<file path="src/rtl/ssd_capture_decoder_pkg.sv">
// Shared seven-segment definitions for the display encoder and the
// capture decoder: segment width, 0..F glyph patterns, decode result.
package ssd_capture_decoder_pkg;

  localparam int SEG_W = 7;

  // bit0=a .. bit6=g, active-high
  localparam logic [SEG_W-1:0] SEG_0 = 7'h3F;
  localparam logic [SEG_W-1:0] SEG_1 = 7'h06;
  localparam logic [SEG_W-1:0] SEG_2 = 7'h5B;
  localparam logic [SEG_W-1:0] SEG_3 = 7'h4F;
  localparam logic [SEG_W-1:0] SEG_4 = 7'h66;
  localparam logic [SEG_W-1:0] SEG_5 = 7'h6D;
  localparam logic [SEG_W-1:0] SEG_6 = 7'h7D;
  localparam logic [SEG_W-1:0] SEG_7 = 7'h07;
  localparam logic [SEG_W-1:0] SEG_8 = 7'h7F;
  localparam logic [SEG_W-1:0] SEG_9 = 7'h6F;
  localparam logic [SEG_W-1:0] SEG_A = 7'h77;
  localparam logic [SEG_W-1:0] SEG_B = 7'h7C;
  localparam logic [SEG_W-1:0] SEG_C = 7'h58;
  localparam logic [SEG_W-1:0] SEG_D = 7'h5E;
  localparam logic [SEG_W-1:0] SEG_E = 7'h79;
  localparam logic [SEG_W-1:0] SEG_F = 7'h71;

  typedef struct packed {
    logic       hit;
    logic [3:0] nib;
  } hex_t;

endpackage

</file>
<file path="src/rtl/ssd_capture_decoder_to_hex.sv">
// Reverse glyph decode: segment pattern -> hex nibble plus a hit flag.
// Any pattern outside the sixteen glyphs reports a miss with nibble 0.
module ssd_to_hex
  import ssd_capture_decoder_pkg::*;
(
  input  logic [SEG_W-1:0] seg,
  output hex_t             hex
);

  // table lookup; unknown glyphs fall through to a miss
  always_comb begin
    hex = '{hit: 1'b1, nib: 4'h0};
    case (seg)
      SEG_0:   hex.nib = 4'h0;
      SEG_1:   hex.nib = 4'h1;
      SEG_2:   hex.nib = 4'h2;
      SEG_3:   hex.nib = 4'h3;
      SEG_4:   hex.nib = 4'h4;
      SEG_5:   hex.nib = 4'h5;
      SEG_6:   hex.nib = 4'h6;
      SEG_7:   hex.nib = 4'h7;
      SEG_8:   hex.nib = 4'h8;
      SEG_9:   hex.nib = 4'h9;
      SEG_A:   hex.nib = 4'hA;
      SEG_B:   hex.nib = 4'hB;
      SEG_C:   hex.nib = 4'hC;
      SEG_D:   hex.nib = 4'hD;
      SEG_E:   hex.nib = 4'hE;
      SEG_F:   hex.nib = 4'hF;
      default: hex.hit = 1'b0;
    endcase
  end

endmodule

</file>
<file path="src/rtl/ssd_capture_decoder.sv">
// Snoops multiplexed segment/anode lines, filters each digit for
// stability, decodes glyphs and hands out whole frames via valid/ready.
module ssd_capture_decoder
  import ssd_capture_decoder_pkg::*;
#(
  parameter int NUM_DIGITS    = 4,
  parameter int STABLE_CYCLES = 16,
  parameter int CNT_W         = 5
) (
  input  logic                    clk,
  input  logic                    rst,
  input  logic [SEG_W-1:0]        seg,
  input  logic [NUM_DIGITS-1:0]   an,
  input  logic                    out_ready,
  input  logic                    clear_err,
  output logic [4*NUM_DIGITS-1:0] out_value,
  output logic                    out_valid,
  output logic                    frame_bad,
  output logic                    bad_seen,
  output logic                    overflow
);

  localparam int IDX_W = (NUM_DIGITS > 1) ? $clog2(NUM_DIGITS) : 1;
  localparam logic [CNT_W-1:0] CNT_MAX = CNT_W'(STABLE_CYCLES);
  localparam logic [CNT_W-1:0] CNT_ARM = CNT_W'(STABLE_CYCLES - 1);

  logic [SEG_W-1:0]           seg_q;
  logic [SEG_W-1:0]           prev_seg;
  logic [NUM_DIGITS-1:0]      an_q;
  logic [IDX_W-1:0]           idx;
  logic [IDX_W-1:0]           prev_idx;
  logic                       sel_one;
  logic                       sel_many;
  logic                       valid_smp;
  logic                       same;
  logic                       capture;
  logic [CNT_W-1:0]           cnt;
  logic [NUM_DIGITS-1:0][3:0] digits;
  logic [NUM_DIGITS-1:0]      seen;
  logic [NUM_DIGITS-1:0]      bad_mask;
  logic [NUM_DIGITS-1:0]      cap_mask;
  logic [NUM_DIGITS-1:0]      seen_base;
  logic [NUM_DIGITS-1:0]      bad_base;
  logic                       frame_full;
  hex_t                       hex;

  ssd_to_hex u_dec (
    .seg (seg_q),
    .hex (hex)
  );

  // single input register; driver shares our clock
  always_ff @(posedge clk or posedge rst) begin
    if (rst) begin
      seg_q <= '0;
      an_q  <= '0;
    end else begin
      seg_q <= seg;
      an_q  <= an;
    end
  end

  // find the one active-low anode; flag blank or multi-select
  always_comb begin
    sel_one  = 1'b0;
    sel_many = 1'b0;
    idx      = '0;
    for (int i = 0; i < NUM_DIGITS; i++) begin
      if (!an_q[i]) begin
        if (sel_one) sel_many = 1'b1;
        sel_one = 1'b1;
        idx     = IDX_W'(i);
      end
    end
  end

  assign valid_smp  = sel_one && !sel_many;
  assign same       = (idx == prev_idx) && (seg_q == prev_seg);
  assign capture    = valid_smp && same && (cnt == CNT_ARM);
  assign cap_mask   = capture ? (NUM_DIGITS'(1) << idx) : '0;
  assign frame_full = &seen;
  assign seen_base  = frame_full ? '0 : seen;
  assign bad_base   = frame_full ? '0 : bad_mask;

  // run-length filter over consecutive identical samples
  always_ff @(posedge clk or posedge rst) begin
    if (rst) begin
      cnt      <= '0;
      prev_idx <= '0;
      prev_seg <= '0;
    end else if (!valid_smp) begin
      cnt <= '0;
    end else begin
      prev_idx <= idx;
      prev_seg <= seg_q;
      if (!same)               cnt <= CNT_W'(1);
      else if (cnt != CNT_MAX) cnt <= cnt + 1'b1;
    end
  end

  // digit regfile with seen/bad tracking; frame load empties the masks
  always_ff @(posedge clk or posedge rst) begin
    if (rst) begin
      digits   <= '0;
      seen     <= '0;
      bad_mask <= '0;
    end else begin
      if (capture) digits[idx] <= hex.hit ? hex.nib : 4'h0;
      seen     <= seen_base | cap_mask;
      bad_mask <= (bad_base & ~cap_mask) | (hex.hit ? '0 : cap_mask);
    end
  end

  // frame output, handshake and sticky error flags
  always_ff @(posedge clk or posedge rst) begin
    if (rst) begin
      out_value <= '0;
      out_valid <= 1'b0;
      frame_bad <= 1'b0;
      bad_seen  <= 1'b0;
      overflow  <= 1'b0;
    end else begin
      if (frame_full) begin
        out_value <= digits;
        frame_bad <= |bad_mask;
        out_valid <= 1'b1;
      end else if (out_ready) begin
        out_valid <= 1'b0;
      end
      if (frame_full && out_valid && !out_ready) overflow <= 1'b1;
      else if (clear_err)                        overflow <= 1'b0;
      if (capture && !hex.hit) bad_seen <= 1'b1;
      else if (clear_err)      bad_seen <= 1'b0;
    end
  end

endmodule

</file>
<file path="config.mk">
export PLATFORM = sky130hd
export DESIGN_NAME = ssd_capture_decoder
export DESIGN_NICKNAME = d
export VERILOG_FILES = /design/src/rtl/ssd_capture_decoder_pkg.sv /design/src/rtl/ssd_capture_decoder_to_hex.sv /design/src/rtl/ssd_capture_decoder.sv
export SDC_FILE = /design/constraint.sdc
export NUM_CORES = 1
export LEC_CHECK = 0
export CAP_MARGIN = 15
export CORE_MARGIN = 2
export CORE_UTILIZATION = 55
export DETAILED_ROUTE_END_ITERATION = 10
export PLACE_DENSITY = 0.85
export SLEW_MARGIN = 10
export SYNTH_ARGS = -nofsm -noshare
export SYNTH_HDL_FRONTEND = slang
export SYNTH_SLANG_ARGS = --single-unit
</file>
<file path="constraint.sdc">
create_clock -name clk -period 7.9 [get_ports clk]
set_input_delay 2.37 -clock clk [delete_from_list [all_inputs] [get_ports clk]]
set_output_delay 2.37 -clock clk [all_outputs]
set_load 0.02 [all_outputs]
</file>
==> impl_metrics.ini, run 1 <==
[sta]
finalCriticalPeriod_ns = 3.72
relSlewSlack = 0.307
final.setup_skew_ns = 0.00815
tightest_slew_ns = 1.04
fmax_ghz = 0.269
finalHoldViolations = 0
rsz0062_at_grt = false
drv_slew = 0
setup_tns_ns = 0
setup_viol = 0
fin_crit_sh = 0.471
hold_slack_ns = 0.492

[outcome]
status = completed

[clocking]
cts_tree = done
clockBufferDepth = 2
htreeDepth = 3
post_cts_buffers = 0
cts_sinks = 69
root_buffer = clkbuf_8
path_clk_slew_ns = 0.08
holdBufCountCts = 0
cts_made_buffers = 9
insertion_delay_ns = 0.36
cts.repair.resized = 0

[yosys]
ys_types = 50
synth_area_um2 = 3170
synth_largest_area_cell = dfrtp_1
ys_seq_elements = 69
seq_area_frac_synth = 0.544
synth-main-ff-cell = dfrtp_1
synth_top_area_share = 0.544
syn_nets = 269
yosysWarnings = 0
async_flop_share = 1.00
synth_cells = 251
yosys-top-cells-area = dfrtp_1, mux2_2, xor2_1
avgSynthCellArea_um2 = 12.6
synth-edff-count = 0

[critical_path]
crit_buf_inv = 1
start_kind = flop
cp_slowest_cell = clkdlybuf4s50_1
cp-end-kind = primary output
cp.depth = 1
path_cells = clkdlybuf4s50_1
required_ns = 5.53
critPathMaxStageDelay_ns = 0.63
r2r_slack_ns = 4.72
worstPathArrival_ns = 1.35
crit_path_max_fanout = 2
r2r_cells = 5
cpLargestDelayFamily = buffers and inverters
worstSetupPathType = reg2out

[route]
firstDrtPassIters = 5
drcViolationCount = 0
drt-wirelength-per-cell_um = 15.7
final_antenna_net_count = 0
vias = 2040
via_per_inst = 5.65
routed_wirelength_mm = 5.66
drt_iter0_markers = 114

[finish]
n_antenna_cell = 0
ff_latch_area_um2 = 1730
n_fill_cell = 425
final_nets = 302
final_area_um2 = 3730
area_growth_pct = 17.5
multi_input_area_um2 = 1350
drive_above_1_share = 0.246
finalCoreUtilization = 0.673

[place]
portBuffers = 34
gp_congestion = 0.853
hpwl_mm = 3.75
dpl-instance-area_um2 = 3550

[power]
fin_total_pwr_w = 0.000705
power_density_nw_per_um2 = 189
irDropWorstVdd_uv = 132
p_leak_nw = 1.70

[global_route]
grt.overflow.total = 0
grt_max_degree = 70
grt_pass1_vias = 2077
grt_usage = 0.203
antenna_found_initial = 0
grt_pass1_wl_mm = 9.72

[die]
die_area_um2 = 6390
die_y_um = 80.0
top_level_ports = 35
rows = 27
start_util = 0.573
die_x_um = 80.0
coreArea_um2 = 5540

[hold_path]
whs_path_depth = 1
hp-class = reg2reg

[run]
cap_violations = 0
cells in the mapped netlist (2+ instances only):
library cell and count:
nand4b_1 2, nor2_1 7, buf_2 5, o22ai_1 3
nand4_1 3, a21o_1 4, a22oi_1 3, dfrtp_1 69
mux2_2 39, xnor2_1 3, a211oi_1 2, nor3_4 2
nor4_1 3, mux2i_1 6, a21oi_1 3, nand3_1 5
nand3b_1 4, nor4_4 3, a31oi_1 2, o211ai_1 2
o21ai_0 3, clkbuf_1 6, xor2_1 8, nor2b_1 2
nand2_1 16, ha_1 3, and3_1 3, inv_1 8
nand2b_1 6, nor3_1 6
kinds of logic after synthesis:
family,synth area share
AO/OA/AOI/OAI,0.0769
XOR/XNOR,0.0355
adder cells (fa/ha/maj),0.0118
buffers and inverters,0.0315
flip-flops,0.544
multiplexers,0.157
AND/OR/NAND/NOR,0.143
cells in the final DEF, fill, tap and decap left out, types with 4 or more instances in the layout:
master,count
dfrtp_1,69
mux2_2,39
clkdlybuf4s50_1,34
nand2_1,16
clkbuf_8,9
xor2_1,8
nor2_1,7
inv_1,7
nand2b_1,6
mux2i_1,6
nor3_1,6
nand3_1,5
nand3b_1,4
a21o_1,4
per-layer routing:
layer	up-vias	GRT usage	wire, µm	share of wire
li1	963	-	-	-
met1	1021	0.259	2500	0.44
met2	48	0.311	2820	0.50
met3	8	0.0701	264	0.047
met4	0	0.0949	80	0.014
met5	-	0	0	0
registers in the layout, indices dropped and copies added, names as in the netlist:
signal,cells
seg_q,7
prev_idx,2
digits,16
out_value,16
frame_bad,1
prev_seg,7
cnt,5
overflow,1
an_q,4
seen,4
bad_seen,1
out_valid,1
bad_mask,4
layout make-up:
class,instances,area share
Inverter,8,0.00805
Clock buffer,9,0.0332
Sequential cell,69,0.463
Timing Repair Buffer,36,0.0953
Clock inverter,7,0.0154
Tap cell,72,0.0242
Multi-Input combinational cell,160,0.361
metrics by stage:
stage,setup WS (ns),std cells
finish,4.18,361
global placement,4.35,345
CTS,4.17,361
detailed placement,4.35,345
floorplan,3.79,251
global route,4.14,361
worst paths after layout:
check	end	startpoint
min reg2reg	seen[0]$_DFF_PP0_	seen[0]$_DFF_PP0_
max in group asynchronous	an_q[0]$_DFF_PP0_	rst
max	out_value[10]	out_value[10]$_DFFE_PP0P_
min	seen[0]$_DFF_PP0_	seen[0]$_DFF_PP0_
max reg2reg	digits[5]$_DFFE_PP0P_	an_q[3]$_DFF_PP0_
min in group asynchronous	cnt[3]$_DFFE_PP0P_	rst
power by group:
part,internal [W],switching [W],leakage (nW)
registers,0.000366,0.0000173,0.917
clock network,0.000117,0.000141,0.0824
logic,0.0000309,0.0000327,0.699
(Power assumes the default switching activity.)
==> run 2: changes to the inputs <==
- clock period: 7.9 -> 3.7 ns (I/O delays scaled with it)
==> impl_metrics.ini, run 2 (synthesized netlist as in run 1, its figures left out) <==
[outcome]
status = completed

[critical_path]
cp_slowest_cell = clkdlybuf4s50_1
crit_path_max_fanout = 2
cp-end-kind = primary output
path_cells = clkdlybuf4s50_1
r2r_slack_ns = 1.29
worstPathArrival_ns = 1.33
required_ns = 2.59
critPathMaxStageDelay_ns = 0.61
start_kind = flop
cp.depth = 1
worstSetupPathType = reg2out
cpLargestDelayFamily = buffers and inverters
r2r_cells = 6
crit_buf_inv = 1

[route]
wl_met3_um = 229
drt_iter0_markers = 78
drcViolationCount = 0
final_antenna_net_count = 0
via_per_inst = 5.59
dr_wl_met2_mm = 2.89
firstDrtPassIters = 4
wl_met1_mm = 2.59
vias = 2022
routed_wirelength_mm = 5.81
drt-wirelength-per-cell_um = 16.0
top_layer_used = met4

[clocking]
cts_made_buffers = 9
clockBufferDepth = 2
post_cts_buffers = 0
root_buffer = clkbuf_8
path_clk_slew_ns = 0.08
htreeDepth = 3
insertion_delay_ns = 0.35
cts_sinks = 69
cts.repair.resized = 0
cts_tree = done
holdBufCountCts = 0

[die]
start_util = 0.573
rows = 27
die_x_um = 80.0
top_level_ports = 35
die_y_um = 80.0
die_area_um2 = 6390
coreArea_um2 = 5540

[power]
irDropWorstVdd_uv = 365
switching_share = 0.259
seqPwrFrac = 0.522
power_density_nw_per_um2 = 416
internal_power_w = 0.00116
clkPwrFrac = 0.389
p_leak_nw = 1.72
comb_power_share = 0.089
net-switching-power_w = 0.000406

[run]
cap_violations = 0

[finish]
area_growth_pct = 18.7
final_common_cell = dfrtp_1
n_antenna_cell = 0
largestRegisters = digits: 16 flops, out_value: 16 flops
drive_above_1_share = 0.248
multi_input_area_um2 = 1350
ff_latch_area_um2 = 1730
layout_common_cells = dfrtp_1, mux2_2, clkdlybuf4s50_1
n_fill_cell = 415
final_nets = 303

[sta]
relSlewSlack = 0.423
fin_crit_sh = 0.659
finalCriticalPeriod_ns = 2.44
hold_slack_ns = 0.485
fmax_ghz = 0.410
tightest_slew_ns = 0.854
setup_tns_ns = 0
setup_viol = 0
rsz0062_at_grt = false
final.setup_skew_ns = 0.00945
finalHoldViolations = 0
drv_slew = 0

[hold_path]
hp-class = reg2reg
whs_path_depth = 1

[place]
hpwl_mm = 3.90
portBuffers = 34
gp_congestion = 0.853

[global_route]
grt_usage = 0.205
antenna_found_initial = 0
grt_pass1_vias = 2051
grt_pass1_wl_mm = 9.87
grt_max_degree = 70
grt.overflow.total = 0
## run 2: changes by cell type in the layout (fill, tap and decap cells not counted)
cell / previous run / this run
clkinv_2: 0 / 1
clkinv_4: 2 / 1
inv_6: 2 / 1
bufinv_16: 0 / 1
buf_12: 0 / 1
## run 2: per-stage QoR
| stage | setup WS [ns] | total power [W] | instance area, µm² | util | std cells |
|---|---|---|---|---|---|
| after floorplan | 0.850 | 0.000935 | 3170 | - | 251 |
| after global placement | 1.38 | 0.000969 | 3570 | 0.644 | 346 |
| after detailed placement | 1.28 | 0.000975 | 3570 | 0.644 | 346 |
| after CTS | 1.24 | 0.00159 | 3770 | 0.680 | 362 |
| after global routing | 1.07 | 0.00164 | 3770 | 0.680 | 362 |
| final | 1.26 | 0.00157 | 3770 | 0.680 | 362 |
## run 2: power by group through the flow
stage	Combinational, W	Sequential, W	Clock [W]
2_1_floorplan	0.000122	0.000813	0
3_3_place_gp	0.000137	0.000832	0
3_5_place_dp	0.000141	0.000834	0
4_1_cts	0.000142	0.000819	0.000626
5_1_grt	0.000155	0.000825	0.000657
6_report	0.000140	0.000820	0.000610
## run 2: worst paths after layout
| check | from | end |
|---|---|---|
| min in group asynchronous | rst | cnt[1]$_DFFE_PP0P_ |
| hold reg to reg | seen[3]$_DFF_PP0_ | seen[3]$_DFF_PP0_ |
| max in group asynchronous | rst | seg_q[0]$_DFF_PP0_ |
| setup / recovery | out_value[4]$_DFFE_PP0P_ | out_value[4] |
| setup reg to reg | an_q[3]$_DFF_PP0_ | digits[11]$_DFFE_PP0P_ |
| hold / removal | seen[3]$_DFF_PP0_ | seen[3]$_DFF_PP0_ |
## run 2: area by class of cell
| class | instances | share of cell area |
|---|---|---|
| timing repair buffer | 37 | 0.0996 |
| clock inverter | 7 | 0.0199 |
| inverter | 8 | 0.00797 |
| tap | 72 | 0.0239 |
| sequential | 69 | 0.458 |
| clock buffer | 9 | 0.0329 |
| multi-input combinational | 160 | 0.357 |
## run 2: metal layers
metal | up-vias | global-route usage
li1 | 967 | -
met1 | 995 | 0.269
met2 | 47 | 0.325
met3 | 13 | 0.0656
met4 | 0 | 0.0661
met5 | - | 0
## run 2: worst reg2reg max path, stage by stage (launching register included)
cell and delay, ns:
dfrtp_1 0.64, xnor2_1 0.16, o211ai_1 0.19, buf_4 0.22, nand2_1 0.26, nor4_4 0.45, mux2_2 0.39
==> run 3: changes to the inputs <==
- clock period: 3.7 -> 2.3 ns (I/O delays scaled with it)
==> impl_metrics.ini, run 3 (synthesized netlist as in run 1, its figures left out) <==
[outcome]
status = completed

[sta]
setup_tns_ns = 0
final.setup_skew_ns = 0.0106
relSlewSlack = 0.712
fin_crit_sh = 0.967
drv_slew = 0
setup_viol = 0
tightest_slew_ns = 0.431
hold_slack_ns = 0.492
finalCriticalPeriod_ns = 2.22
fmax_ghz = 0.450
finalHoldViolations = 0

[clocking]
htreeDepth = 3
clockBufferDepth = 2
holdBufCountCts = 0
root_buffer = clkbuf_8
cts_sinks = 69
path_clk_slew_ns = 0.08
cts_made_buffers = 9
cts_tree = done
insertion_delay_ns = 0.34

[die]
die_x_um = 80.0
die_area_um2 = 6390
rows = 27
start_util = 0.573
die_y_um = 80.0
top_level_ports = 35
coreArea_um2 = 5540

[critical_path]
start_kind = flop
cp_slowest_cell = dfrtp_2
path_cells = xor2_2, nor4_4, o2111ai_4, nor4_4, buf_4, mux2_2
cpLargestDelayFamily = simple AND/OR/NAND/NOR gates
critPathMaxStageDelay_ns = 0.48
cp-end-kind = flop
crit_buf_inv = 1
crit_path_max_fanout = 11
worstSetupPathType = reg2reg
required_ns = 2.53
crit_top_cell = nor4_4
worstPathArrival_ns = 2.46

[finish]
largestRegisters = digits: 16 flops, out_value: 16 flops
layout_common_cells = dfrtp_1, mux2_2, clkdlybuf4s50_1
n_antenna_cell = 0
final_common_cell = dfrtp_1
final_nets = 317
area_growth_pct = 21.5
drive_above_1_share = 0.283

[global_route]
antenna_found_initial = 0
grt_usage = 0.216
grt_pass1_vias = 2145
grt_pass1_wl_mm = 10.4
grt.overflow.total = 0
grt_max_degree = 70

[route]
firstDrtPassIters = 5
routed_wirelength_mm = 6.08
drt_iter0_markers = 105
drt-wirelength-per-cell_um = 16.2
vias = 2110
final_antenna_net_count = 0
via_per_inst = 5.61
drcViolationCount = 0

[place]
gp_congestion = 0.787
hpwl_mm = 4.17
portBuffers = 34

[power]
power_density_nw_per_um2 = 634
switching_share = 0.255
comb_power_share = 0.107
p_leak_nw = 1.78
net-switching-power_w = 0.000623
clkPwrFrac = 0.362
irDropWorstVdd_uv = 483
seqPwrFrac = 0.531
internal_power_w = 0.00182
fin_total_pwr_w = 0.00245

[run]
cap_violations = 0

[hold_path]
hp-class = reg2reg
==> run 3: final cells by class <==
| class | count | area [µm²] |
|---|---|---|
| Clock buffer | 12 | 155 |
| Clock inverter | 4 | 22.5 |
| Fill cell | 403 | 1680 |
| Inverter | 8 | 33.8 |
| Multi-Input combinational cell | 160 | 1350 |
| Sequential cell | 69 | 1730 |
| Tap cell | 72 | 90.1 |
| Timing Repair Buffer | 51 | 480 |
==> run 3: timing repair <==
item                                    in CTS  in global routing
buffers inserted                             0                  2
endpoints found under the setup margin       0                  9
resized for setup                            0                  1
==> run 3: final timing paths <==
path,startpoint,endpoint,slack (ns),cells past startpoint
worst max-delay path,seg_q[1]$_DFF_PP0_,digits[5]$_DFFE_PP0P_,0.08,6
worst min-delay path,seen[1]$_DFF_PP0_,seen[1]$_DFF_PP0_,0.49,1
worst max register to register,seg_q[1]$_DFF_PP0_,digits[5]$_DFFE_PP0P_,0.08,6
worst min register to register,seen[1]$_DFF_PP0_,seen[1]$_DFF_PP0_,0.49,1
max in group asynchronous,rst,seg_q[5]$_DFF_PP0_,1.22,3
min in group asynchronous,rst,an_q[0]$_DFF_PP0_,0.78,3
==> run 3: power by group through the flow <==
stage | combinational, W | clock, W | sequential (W)
2_1_floorplan | 0.000196 | 0 | 0.00131
3_3_place_gp | 0.000253 | 0 | 0.00132
3_5_place_dp | 0.000264 | 0 | 0.00132
4_1_cts | 0.000266 | 0.000903 | 0.00130
5_1_grt | 0.000288 | 0.000959 | 0.00131
6_report | 0.000263 | 0.000885 | 0.00130
==> run 3: metal layers <==
metal / vias to the layer above / global-route usage / part of all wire
li1: 995 / - / -
met1: 1060 / 0.283 / 0.43
met2: 45 / 0.341 / 0.51
met3: 10 / 0.0633 / 0.040
met4: 0 / 0.0814 / 0.014
met5: - / 0 / 0
==> run 3: metrics by stage <==
step	instances	util	cell area [µm²]	setup WS [ns]
after floorplan	251	-	3180	0.260
after global placement	358	0.661	3660	0.193
after detailed placement	358	0.661	3660	0.0881
after CTS	374	0.693	3840	0.0879
after global routing	376	0.696	3860	-0.0619
final	376	0.696	3860	0.0756
